==> src/rtl/adder_pkg.sv <==
// Shared types and constants for the nibble-serial adder.
package adder_pkg;

    localparam int unsigned NIBBLE = 4;

    typedef enum logic [1:0] {
        IDLE = 2'd0,
        RUN  = 2'd1,
        DONE = 2'd2
    } state_t;

endpackage

==> src/rtl/ks_adder4.sv <==
// Combinational 4-bit Kogge-Stone adder slice with carry-in, exposing carry into bit 3.
module ks_adder4 (
    input  logic [3:0] a,
    input  logic [3:0] b,
    input  logic       cin,
    output logic [3:0] sum,
    output logic       c3,
    output logic       cout
);

    logic [3:0] w_g0, w_p0;
    logic [3:0] w_g1, w_p1;
    logic [3:0] w_g2, w_p2;
    logic [4:0] w_c;

    assign w_g0 = a & b;
    assign w_p0 = a ^ b;

    // Prefix level 1 (distance 1)
    assign w_g1[0] = w_g0[0];
    assign w_p1[0] = w_p0[0];
    assign w_g1[3:1] = w_g0[3:1] | (w_p0[3:1] & w_g0[2:0]);
    assign w_p1[3:1] = w_p0[3:1] & w_p0[2:0];

    // Prefix level 2 (distance 2)
    assign w_g2[1:0] = w_g1[1:0];
    assign w_p2[1:0] = w_p1[1:0];
    assign w_g2[3:2] = w_g1[3:2] | (w_p1[3:2] & w_g1[1:0]);
    assign w_p2[3:2] = w_p1[3:2] & w_p1[1:0];

    // Fold the carry-in into each group prefix
    assign w_c[0]   = cin;
    assign w_c[4:1] = w_g2 | (w_p2 & {4{cin}});

    assign sum  = w_p0 ^ w_c[3:0];
    assign c3   = w_c[3];
    assign cout = w_c[4];

endmodule

==> src/rtl/nibble_serial_adder.sv <==
// WIDTH-bit adder that reuses one 4-bit Kogge-Stone slice, one nibble per cycle,
// with valid/ready handshakes on both operand and result sides.
module nibble_serial_adder
    import adder_pkg::*;
#(
    parameter int unsigned WIDTH = 16
) (
    input  logic             clk,
    input  logic             rst,
    input  logic             in_valid,
    output logic             in_ready,
    input  logic [WIDTH-1:0] in_a,
    input  logic [WIDTH-1:0] in_b,
    input  logic             in_cin,
    output logic             out_valid,
    input  logic             out_ready,
    output logic [WIDTH-1:0] out_sum,
    output logic             out_cout,
    output logic             out_ovf,
    output logic             busy
);

    localparam int unsigned NIB  = WIDTH / NIBBLE;
    localparam int unsigned IDXW = (NIB > 1) ? $clog2(NIB) : 1;

    state_t            r_state;
    logic [WIDTH-1:0]  r_a;
    logic [WIDTH-1:0]  r_b;
    logic [WIDTH-1:0]  r_sum;
    logic [IDXW-1:0]   r_idx;
    logic              r_carry;
    logic              r_cout;
    logic              r_ovf;
    logic              r_out_valid;

    logic [NIBBLE-1:0] w_a_nib;
    logic [NIBBLE-1:0] w_b_nib;
    logic [NIBBLE-1:0] w_sum_nib;
    logic              w_c3;
    logic              w_cout;

    // Select the current operand nibbles
    always_comb begin
        w_a_nib = '0;
        w_b_nib = '0;
        for (int n = 0; n < NIB; n++) begin
            if (r_idx == IDXW'(n)) begin
                w_a_nib = r_a[n*NIBBLE +: NIBBLE];
                w_b_nib = r_b[n*NIBBLE +: NIBBLE];
            end
        end
    end

    ks_adder4 u_slice (
        .a    (w_a_nib),
        .b    (w_b_nib),
        .cin  (r_carry),
        .sum  (w_sum_nib),
        .c3   (w_c3),
        .cout (w_cout)
    );

    always_ff @(posedge clk or posedge rst) begin
        if (rst) begin
            r_state     <= IDLE;
            r_a         <= '0;
            r_b         <= '0;
            r_sum       <= '0;
            r_idx       <= '0;
            r_carry     <= 1'b0;
            r_cout      <= 1'b0;
            r_ovf       <= 1'b0;
            r_out_valid <= 1'b0;
        end else begin
            case (r_state)
                IDLE: begin
                    if (in_valid) begin
                        r_a     <= in_a;
                        r_b     <= in_b;
                        r_carry <= in_cin;
                        r_idx   <= '0;
                        r_sum   <= '0;
                        r_state <= RUN;
                    end
                end
                RUN: begin
                    for (int n = 0; n < NIB; n++) begin
                        if (r_idx == IDXW'(n)) begin
                            r_sum[n*NIBBLE +: NIBBLE] <= w_sum_nib;
                        end
                    end
                    r_carry <= w_cout;
                    if (r_idx == IDXW'(NIB - 1)) begin
                        r_cout      <= w_cout;
                        r_ovf       <= w_c3 ^ w_cout;
                        r_out_valid <= 1'b1;
                        r_state     <= DONE;
                    end else begin
                        r_idx <= r_idx + IDXW'(1);
                    end
                end
                DONE: begin
                    // Result held until the consumer takes it; inputs ignored here
                    if (out_ready) begin
                        r_out_valid <= 1'b0;
                        r_state     <= IDLE;
                    end
                end
                default: begin
                    r_out_valid <= 1'b0;
                    r_state     <= IDLE;
                end
            endcase
        end
    end

    assign in_ready  = (r_state == IDLE) & ~rst;
    assign busy      = (r_state == RUN) | (r_state == DONE);
    assign out_valid = r_out_valid;
    assign out_sum   = r_sum;
    assign out_cout  = r_cout;
    assign out_ovf   = r_ovf;

endmodule
==> config.mk <==
export PLATFORM = sky130hd
export DESIGN_NAME = nibble_serial_adder
export DESIGN_NICKNAME = d
export VERILOG_FILES = /design/src/rtl/adder_pkg.sv /design/src/rtl/ks_adder4.sv /design/src/rtl/nibble_serial_adder.sv
export SDC_FILE = /design/constraint.sdc
export NUM_CORES = 1
export LEC_CHECK = 0
export CAP_MARGIN = 15
export CORE_ASPECT_RATIO = 1.75
export CORE_MARGIN = 5
export CORE_UTILIZATION = 53
export CTS_CLUSTER_SIZE = 14
export DETAILED_ROUTE_END_ITERATION = 16
export PLACE_DENSITY = 0.82
export SYNTH_ARGS = -nofsm -noshare
export SYNTH_HDL_FRONTEND = slang
export SYNTH_SLANG_ARGS = --single-unit
==> constraint.sdc <==
create_clock -name clk -period 4.3 [get_ports clk]
set_clock_uncertainty 0.05 [all_clocks]
set_input_delay 0.86 -clock clk [delete_from_list [all_inputs] [get_ports clk]]
set_output_delay 0.86 -clock clk [all_outputs]
set_load 0.02 [all_outputs]
# ---- Word level (Yosys, flattened, before mapping)
# Cells that the tools add are included.
dict set report op_classes {
  add_sub_neg 1
  n_eq_ne 12
  muxes 26
  n_bitwise 16
  reduce_logical 13
}
# op count
set op_table {}
lappend op_table {{two-way mux 4 bit} 12}
lappend op_table {{one-hot mux 16 bit (2 select lines)} 1}
lappend op_table {{AND reduction 3 bit} 7}
lappend op_table {{two-way mux 16 bit} 1}
lappend op_table {{!= test 2 bit, second input constant} 7}
lappend op_table {{two-way mux 2 bit} 5}
lappend op_table {{AND 4 bit} 2}
lappend op_table {{bitwise XOR 4 bit} 2}
lappend op_table {{AND 3 bit} 2}
lappend op_table {{equality test 2 bit, second input constant} 3}
lappend op_table {{one-hot mux 2 bit (3 select lines)} 1}
lappend op_table {{AND reduction 2 bit} 3}
lappend op_table {{AND 2 bit} 2}
lappend op_table {{equality test 2 x 1 -> 1 bit, second input constant} 2}
lappend op_table {{logical NOT 2 bit} 2}
lappend op_table {{OR 4 bit} 1}
lappend op_table {{one-hot mux 2 bit (2 select lines)} 1}
lappend op_table {{two-way mux 1 bit} 3}
lappend op_table {{OR 3 bit} 1}
lappend op_table {{one-hot mux 1 bit (3 select lines)} 1}
lappend op_table {{adder 2 x 1 -> 2 bit, second input constant} 1}
lappend op_table {{NOT 1 bit} 2}
lappend op_table {{OR 2 bit} 1}
lappend op_table {{one-hot mux 1 bit (2 select lines)} 1}
lappend op_table {{other kinds (4)} 4}
dict set report word_totals {
  reg_bits 56
  out_inout_bits 21
}

# ---- Longest topological paths before layout
# Gate-level depths: netlist of the first run.
dict set report depth {
  word_depth 14
  depth_mapped 12
}

# ---- Hierarchy
# Synthesis of the first run repeated with hierarchy kept, for this count alone.
dict set report hier_totals {
  cells_unflattened 300
  area_unflattened_um2 3200.6
}
# mod instances cells_per_inst area_each_um2 seq_area_each_um2
set by_module_without_submodules {}
lappend by_module_without_submodules {nibble_serial_adder 1 282 3045.4 1401.3}
lappend by_module_without_submodules {ks_adder4 1 18 155.1 0.0}

# ---- Worst setup path before layout of the first run
# No wires, ideal clock.
dict set report synth_timing {
  path_type {register -> register}
  from {reg r_idx[1]}
  to {reg r_sum[14] (netlist: out_sum[14])}
  setup_time_ns 0.128
  t_arrival_ns 2.460
  t_required_ns 4.122
  path_slack_ns 1.663
  stages_incl_launch_ff 12
  path_buffers 1
  cell_sequence {dfrtp_1 inv_1 ha_1 buf_2 nor2_1 a221oi_1 o31ai_1 ha_1 a21o_1 a211oi_1 nor2_1 mux2_1}
}
dict set report synth_via {
  elab_chain_len 12
}
# element line
set synth_rtl {}
lappend synth_rtl {{start, declared} nibble_serial_adder.sv:30} ;# logic [IDXW-1:0] r_idx;
lappend synth_rtl {{start signal, assigned} nibble_serial_adder.sv:99} ;# r_idx <= r_idx + IDXW'(1);
lappend synth_rtl {{logical NOT 2 bit} nibble_serial_adder.sv:47} ;# if (r_idx == IDXW'(n)) begin
lappend synth_rtl {{two-way mux 4 bit (4 in series)} nibble_serial_adder.sv:47}
lappend synth_rtl {{bitwise XOR 4 bit / AND 4 bit (equally long branches)} {ks_adder4.sv:17, ks_adder4.sv:16}}
lappend synth_rtl {{AND 3 bit, on equally long branches} {ks_adder4.sv:22, ks_adder4.sv:23}}
lappend synth_rtl {{OR 3 bit / AND 4 bit (equally long branches)} {ks_adder4.sv:22, ks_adder4.sv:33}}
lappend synth_rtl {{OR 4 bit} ks_adder4.sv:33} ;# assign w_c[4:1] = w_g2 | (w_p2 & {4{cin}});
lappend synth_rtl {{bitwise XOR 4 bit} ks_adder4.sv:35} ;# assign sum = w_p0 ^ w_c[3:0];
lappend synth_rtl {{two-way mux 4 bit} nibble_serial_adder.sv:88} ;# if (r_idx == IDXW'(n)) begin
lappend synth_rtl {{one-hot mux 16 bit (2 select lines)} nibble_serial_adder.sv:75} ;# case (r_state)
lappend synth_rtl {{end signal, assigned by index} nibble_serial_adder.sv:89} ;# r_sum[n*NIBBLE +: NIBBLE] <= w_sum_nib;
lappend synth_rtl {{end, declared} nibble_serial_adder.sv:29} ;# logic [WIDTH-1:0] r_sum;
# Parallel ways exist; a longest one is shown, timed or not. The select of a mux whose other input is x is not followed.
# A chain may end at the register's enable or synchronous reset.

# ---- Final worst setup path of the first run
dict set report layout_timing {
  from {reg r_idx[1]}
  to {reg r_sum[10] (netlist: out_sum[10])}
}
# Same word-level chain as after synthesis.

==> summary.txt, run 1 <==
STA
  – Crit path time final: 2.97 ns
  – Slew HR: 40.9%
  – Max-slew violations: 0
  – Setup TNS: 0 ns
  – Final hold violation count: 0
  – Finish-stage setup viols: 0
  – Fmax: 337 MHz
  – Final period utilization: 69.1%
  – Unrepaired setup endpoints after global routing: false
  – Tightest Pin Transition: 0.886 ns

Min path
  – Hold depth: 1
  – Hold Crit Start: out_sum[9]
  – Worst hold path endpoint: out_sum[9]
  – Hold Path Class: flip-flop to flip-flop

Worst setup path
  – Slowest-stage cell, CP: ha_1
  – R2R Path End: out_sum[10]
  – R2R Setup Slk: approximately 1.3 ns
  – Bufs and invs on worst path: 1
  – Crit-path max cell delay: around 0.45 ns
  – CP Max Fanout: 15
  – CP delay by family, top: compound AO/OA/AOI/OAI gates
  – WS Path Type: flip-flop to flip-flop
  – RR Startpoint: r_idx[1]
  – Kind of end point of the critical path: flip-flop
  – Critical Path RT: 4.45 ns
  – Register-to-Register Path Depth: 10
  – Crit-path cells: inv_1, ha_1, nor2_1, a221oi_1, o31ai_1, ha_1, a21o_1, a211oi_1, nor2_1, mux2_1
  – CP arrival: 3.12 ns
  – CP Launch Type: flip-flop

Pwr
  – Pwr Density: 755 nW/um^2
  – Combinational share of power: 54.9%
  – Maximum VDD drop: between 400 and 500 uV
  – Final Total Pwr: 2.62 mW
  – Sw Ratio: 39.8%
  – Internal: 1.58 mW
  – LEAKAGE: 1.50 nW
  – Sequential share of power: between 30 and 40%
  – Clock network power share: 10.7%
  – Switch Pwr: 1.04 mW

GRT
  – Total GRT Usage: between 10% and 20%
  – Initial antenna violation count: 0
  – Met2 Resource Use GR: 30.0%
  – Largest net degree at the start of global routing: 57
  – Met1 usage: 19.4%
  – Vias in the first global route: 1970
  – First-pass GRT wire length: 8970 um
  – Met3 usage: 2.02%
  – Gr busiest metal: met2
  – Global route overflow: 0

Run status
  – Status: complete, no violations

Logic synthesis
  – Warnings from Yosys: 0
  – Post-synth top area share: approximately 51%
  – Mapped Cells: 239
  – Post-synth top area cell: dfrtp_1
  – Async set-reset flop share out of synthesis: 100%
  – Post-synth EDFFs: 0
  – Commonest cells in the netlist: 56 x dfrtp_1, 32 x mux2_2, 20 x nand2_1, 17 x a21oi_1, 13 x mux2_1
  – Most common cell in the netlist: dfrtp_1
  – Syn Area/Cell: about 12 um^2
  – Most used DFF post-synth: dfrtp_1
  – Synth unique cells: 36
  – Seq/Total Area, Yosys: 50.6%
  – Top cells by area, synth: dfrtp_1 51%, mux2_2 13%, mux2_1 5.3%
  – FF+latch count, synth: 56
  – Combined area of all synthesized cells: 2770 um^2
  – Synth Net Count: approximately 290

Floorplan
  – Die area: 6830 um^2
  – Ports: just under 60
  – Core area: approximately 5000 um^2
  – Starting Density: 55.2%
  – Die height: 106 um
  – Number of cell rows: 34
  – Die X: 64.6 um

Clock network
  – Htree depth: 2
  – Clock Sinks: between 50 and 60
  – CTS-repair resized insts: 0
  – Setup Fix Bufs, Post-CTS: 0
  – CTS Buf Count: 5
  – Clock input transition at the sequential cells of the worst setup and hold paths: roughly 0.09 ns
  – TritonCTS clock tree: done
  – Deepest clock path buffer count: 2
  – Clock latency on the worst-skew pair: just over 0.3 ns
  – Clock Tree Root: clkbuf_8
  – CTS Hold Bufs: 0

Flow run
  – Max Cap Viol: 0

Layout
  – Sequential cell area: 1400 um^2
  – Area Overhead vs Synth: 25.2%
  – ANT cells: 0
  – Share of cells above drive strength 1: 16.3%
  – Fin util: 69.0%
  – Area of the multi-input gates: 1270 um^2
  – Final net count: 343
  – Fill cell count: 386

Drt
  – Initial DRC count: 70
  – Post-route DRC: 0
  – Drt pass-1 iters: 6
  – DR vias/cell: approximately 5.5
  – Drt wl/cell: 15.6 um
  – Final ANT Viol Nets: 0
  – Vias: 1935
  – Routed WL: 5440 um

Placed design
  – Routability Congestion: ~0.79
  – Port Buffer Count: between 50 and 60
  – DP HPWL: 4110 um
-- cell usage in the layout (no fill, tap or decap), types with 2 or more instances in the layout --
cell type / n
a211oi_1: 2
a21o_1: 2
a21oi_1: 17
a21oi_2: 3
a221oi_1: 3
a31oi_1: 2
and2_1: 2
clkbuf_1: 2
clkbuf_8: 5
clkdlybuf4s50_1: 57
dfrtp_1: 56
ha_1: 11
inv_1: 11
mux2_1: 13
mux2_2: 32
nand2_1: 20
nand3b_1: 5
nor2_1: 11
nor2b_1: 3
nor3_1: 3
o21ai_0: 11
o22ai_1: 3
o31ai_1: 4
-- sequential cells by signal (all words and copies together), names as in the netlist --
| name | cells |
|---|---|
| r_a | 16 |
| r_carry | 1 |
| out_cout | 1 |
| r_idx | 2 |
| r_b | 16 |
| out_ovf | 1 |
| r_state | 2 |
| out_valid | 1 |
| out_sum | 16 |
-- worst reg2reg max path, delay by kind of cell (launching register included) --
kind / cells / cell delay [ns]
AOI/OAI and AO/OA: 4 / 0.89
buffers and inverters: 1 / 0.12
adders and majority gates: 2 / 0.82
DFF: 1 / 0.43
and+or+nand+nor: 2 / 0.25
muxes: 1 / 0.30
-- worst max-delay path by stage --
stage / from / to / slack, ns / cells after the start
global placement: rst / in_ready / 1.39 / 3
finish: r_idx[1] / out_sum[10] / 1.33 / 10
floorplan: r_idx[1] / out_sum[14] / 1.66 / 11
global route: r_idx[1] / out_sum[14] / 1.02 / 11
CTS: r_idx[1] / out_cout / 1.34 / 11
detailed placement: r_idx[1] / out_sum[7] / 1.36 / 10
-- per-layer routing --
layer | vias up | wire length (um) | share of wire, %
li1 | 948 | - | -
met1 | 939 | 2130 | 39
met2 | 37 | 3000 | 55
met3 | 11 | 160 | 2.9
met4 | 0 | 150 | 2.8
met5 | - | 0 | 0
-- layout make-up --
| cell class | instances | share of cell area, % |
|---|---|---|
| inverters | 12 | 1.30 |
| clock inverters | 1 | 0.253 |
| multi-input cells | 160 | 36.6 |
| flip-flops and latches | 56 | 40.4 |
| well taps | 54 | 1.95 |
| repair buffers | 59 | 17.3 |
| clock buffers | 7 | 2.20 |
-- power groups by stage --
stage	Combinational [mW]	Sequential, mW	Clock [mW]
after floorplan	1.06	0.916	0
after global placement	1.41	0.906	0
after detailed placement	1.44	0.914	0
after CTS	1.45	0.902	0.285
after global routing	1.59	0.927	0.305
final	1.44	0.900	0.279
-- stage by stage --
stage | instance area [um^2] | hold slack [ns] | setup WS [ns] | cells
after floorplan | 2770 | 0.429 | 1.66 | 239
after global placement | 3360 | 0.415 | 1.39 | 340
after detailed placement | 3360 | 0.425 | 1.36 | 340
after CTS | 3450 | 0.447 | 1.34 | 348
after global routing | 3470 | 0.482 | 1.02 | 349
final | 3470 | 0.442 | 1.33 | 349
-- kinds of logic after synthesis --
| logic type | share of synthesized area (%) |
|---|---|
| flops | 50.6 |
| compound gates | 11.7 |
| mux | 19.5 |
| simple gates | 8.00 |
| buf+inv | 3.57 |
| fa+ha+maj | 5.69 |
| xor+xnor | 0.904 |
Power figures use the tool's default switching activity.
==> run 2: changes to the inputs <==
--- a/config.mk
+++ b/config.mk
@@ -8,10 +8,10 @@
 export CAP_MARGIN = 15
 export CORE_ASPECT_RATIO = 1.75
 export CORE_MARGIN = 5
-export CORE_UTILIZATION = 53
+export CORE_UTILIZATION = 46
 export CTS_CLUSTER_SIZE = 14
 export DETAILED_ROUTE_END_ITERATION = 16
-export PLACE_DENSITY = 0.82
+export PLACE_DENSITY = 0.76
 export SYNTH_ARGS = -nofsm -noshare
 export SYNTH_HDL_FRONTEND = slang
 export SYNTH_SLANG_ARGS = --single-unit
==> constraint.sdc (replaced) <==
create_clock -name clk -period 2.6 [get_ports clk]
set_clock_uncertainty 0.05 [all_clocks]
set_input_delay 0.52 -clock clk [delete_from_list [all_inputs] [get_ports clk]]
set_output_delay 0.52 -clock clk [all_outputs]
set_load 0.02 [all_outputs]
==> run 2 against run 1 <==
Combinational power rose by 140%. Utilization fell by 2.3 points. First-iteration DRC count grew 80%. Maximum frequency grew 14%.
==> summary.txt, run 2 (synthesis results as in run 1) <==
Layout
  – Commonest non-fill, non-tap cell in the layout: clkdlybuf4s50_1 (unchanged)
  – Fill cell count: 447 (was 386)
  – Fin util: 66.7% (was 69.0%)
  – Final net count: 367 (was 343)
  – Area Overhead vs Synth: 41.7% (was 25.2%)
  – Commonest cells after routing, fill and taps aside: 57 x clkdlybuf4s50_1, 56 x dfrtp_1, 32 x mux2_2, 20 x nand2_1, 20 x buf_4 (was 57 x clkdlybuf4s50_1, 56 x dfrtp_1, 32 x mux2_2, 20 x nand2_1, 17 x a21oi_1)
  – Finished Layout Cells: 397 (was 349)
  – ANT cells: 0 (unchanged)
  – Share of cells above drive strength 1: 33.5% (was 16.3%)

Placed design
  – Placed insts: 381 (was 340)
  – DP HPWL: 4770 um (was 4110 um)
  – Port Buffer Count: 57 (unchanged)
  – Routability Congestion: 0.924 (was 0.789)

Drt
  – Drt wl/cell: 16.7 um (was 15.6 um)
  – DR vias/cell: 5.27 (was 5.54)
  – Final ANT Viol Nets: 0 (unchanged)
  – Routed WL: 6630 um (was 5440 um)
  – Drt pass-1 iters: 5 (was 6)
  – Post-route DRC: 0 (unchanged)
  – Vias: 2092 (was 1935)
  – Initial DRC count: 126 (was 70)

Clock network
  – CTS Hold Bufs: 0 (unchanged)
  – Clock latency on the worst-skew pair: 0.32 ns (was 0.31 ns)
  – Clock Tree Root: clkbuf_8 (unchanged)
  – TritonCTS clock tree: done (unchanged)
  – Clock Sinks: 56 (unchanged)
  – Htree depth: 2 (unchanged)
  – CTS Buf Count: 5 (unchanged)
  – Deepest clock path buffer count: 2 (unchanged)
  – Clock input transition at the sequential cells of the worst setup and hold paths: 0.10 ns (was 0.09 ns)

STA
  – Crit path time final: 2.60 ns (was 2.97 ns)
  – Final period utilization: 99.9% (was 69.1%)
  – Tightest Pin Transition: 0.552 ns (was 0.886 ns)
  – Finish-stage setup viols: 0 (unchanged)
  – WHS: 0.450 ns (was 0.442 ns)
  – Fmax: 385 MHz (was 337 MHz)
  – Max-slew violations: 0 (unchanged)
  – Slew HR: 63.1% (was 40.9%)
  – Unrepaired setup endpoints after global routing: true (was false)
  – Final hold violation count: 0 (unchanged)

Floorplan
  – Ports: 58 (unchanged)
  – Starting Density: 47.1% (was 55.2%)
  – Die height: 113 um (was 106 um)
  – Number of cell rows: 37 (was 34)
  – Die area: 7730 um^2 (was 6830 um^2)
  – Die X: 68.7 um (was 64.6 um)
  – Core area: 5880 um^2 (was 5020 um^2)

GRT
  – First-pass GRT wire length: 10400 um (was 8970 um)
  – Largest net degree at the start of global routing: 33 (was 57)
  – Initial antenna violation count: 0 (unchanged)
  – Total GRT Usage: 17.9% (was 16.8%)
  – Global route overflow: 0 (unchanged)
  – Vias in the first global route: 2194 (was 1970)

Worst setup path
  – CP arrival: 2.77 ns (was 3.12 ns)
  – Kind of end point of the critical path: flip-flop (unchanged)
  – CP Launch Type: flip-flop (unchanged)
  – Slowest-stage cell, CP: dfrtp_1 (was ha_1)
  – WS Path Type: flip-flop to flip-flop (unchanged)
  – Critical Path RT: 2.77 ns (was 4.45 ns)
  – Crit-path max cell delay: 0.44 ns (was 0.45 ns)
  – CP Max Fanout: 6 (was 15)
  – Crit-path cells: buf_6, ha_4, buf_6, a221oi_4, o31ai_4, buf_4, fa_2, xor2_1, and2_4, mux2_4 (was inv_1, ha_1, nor2_1, a221oi_1, o31ai_1, ha_1, a21o_1, a211oi_1, nor2_1, mux2_1)
  – CP dominant cell by count: buf_6

Run status
  – Status: complete, no violations (unchanged)

Flow run
  – Max Cap Viol: 0 (unchanged)

Pwr
  – Maximum VDD drop: 653 uV (was 422 uV)
  – Pwr Density: 1420 nW/um^2 (was 755 nW/um^2)
  – LEAKAGE: 1.66 nW (was 1.50 nW)

Min path
  – Hold Path Class: flip-flop to flip-flop (unchanged)
==> run 2: cell types whose count changed in the layout (fill, tap and decap cells not counted), moves of 3 or more <==
cell / delta
buf_4: +19
nor2_1: -3
inv_1: -4
mux2_1: -8
ha_4: +4
inv_2: +4
o21ai_1: +3
ha_1: -6
mux2_4: +8
o21ai_0: -5
buf_6: +5
==> run 2: cell type report <==
type | instances | area, um^2 | share of cell area (%)
well taps | 78 | 97.6 | 2.49
flip-flops and latches | 56 | 1400 | 35.7
multi-input cells | 160 | 1470 | 37.4
clock inverters | 3 | 46.3 | 1.18
inverters | 12 | 45.0 | 1.15
repair buffers | 83 | 797 | 20.3
clock buffers | 5 | 68.8 | 1.75
==> run 2: where the power goes <==
part / switching, mW / internal [mW] / leakage (nW) / total, mW
Sequential: 0.262 / 1.25 / 0.692 / 1.51
Clock: 0.293 / 0.290 / 0.0548 / 0.584
Combinational: 1.66 / 1.80 / 0.918 / 3.46
Total: 2.22 / 3.34 / 1.66 / 5.56
==> run 2: routing by layer <==
layer / share of wire, % / vias up / track usage, %
met5: 0 / - / 0
met4: 3.1 / 0 / 8.90
met3: 4.0 / 15 / 3.40
li1: - / 999 / -
met1: 36 / 1019 / 18.6
met2: 57 / 59 / 32.4
==> run 2: through the flow <==
stage          power [mW]  setup TNS, ns  setup WS, ns  instance area, um^2
6_report             5.56              0       0.00161                 3920
5_1_grt              5.95          -2.32        -0.171                 3920
4_1_cts              4.88              0        0.0241                 3700
3_5_place_dp         4.16          -1.15        -0.125                 3540
3_3_place_gp         4.04              0       0.00270                 3540
2_1_floorplan        3.29              0        0.0180                 2780
==> run 2: worst max-delay path: cells and delay by family (launching register included) <==
family / cells / cell delay (ns)
AND/OR/NAND/NOR: 1 / 0.16
XOR/XNOR: 1 / 0.16
adder cells (fa/ha/maj): 2 / 0.52
multiplexers: 1 / 0.25
flip-flops: 1 / 0.44
AO/OA/AOI/OAI: 2 / 0.48
buffers and inverters: 3 / 0.44
==> run 2: final timing paths <==
| path | cells after the start | slack (ns) | startpoint | endpoint |
|---|---|---|---|---|
| worst min register to register | 1 | 0.45 | out_sum[0] | out_sum[0] |
| worst max-delay path | 10 | 0.002 | r_idx[0] | out_sum[9] |
| max in group asynchronous | 3 | 1.40 | rst | r_a[6] |
| worst max register to register | 10 | 0.002 | r_idx[0] | out_sum[9] |
| worst min-delay path | 1 | 0.45 | out_sum[0] | out_sum[0] |
| min in group asynchronous | 2 | 0.54 | rst | out_sum[3] |
==> run 2: what timing repair did <==
action / 4_1_cts / 5_1_grt
resized for setup: 11 / 41
setup endpoints to repair: 19 / 19
buffers inserted: 1 / 7
cloned: 0 / 0
pin swaps: 3 / 19
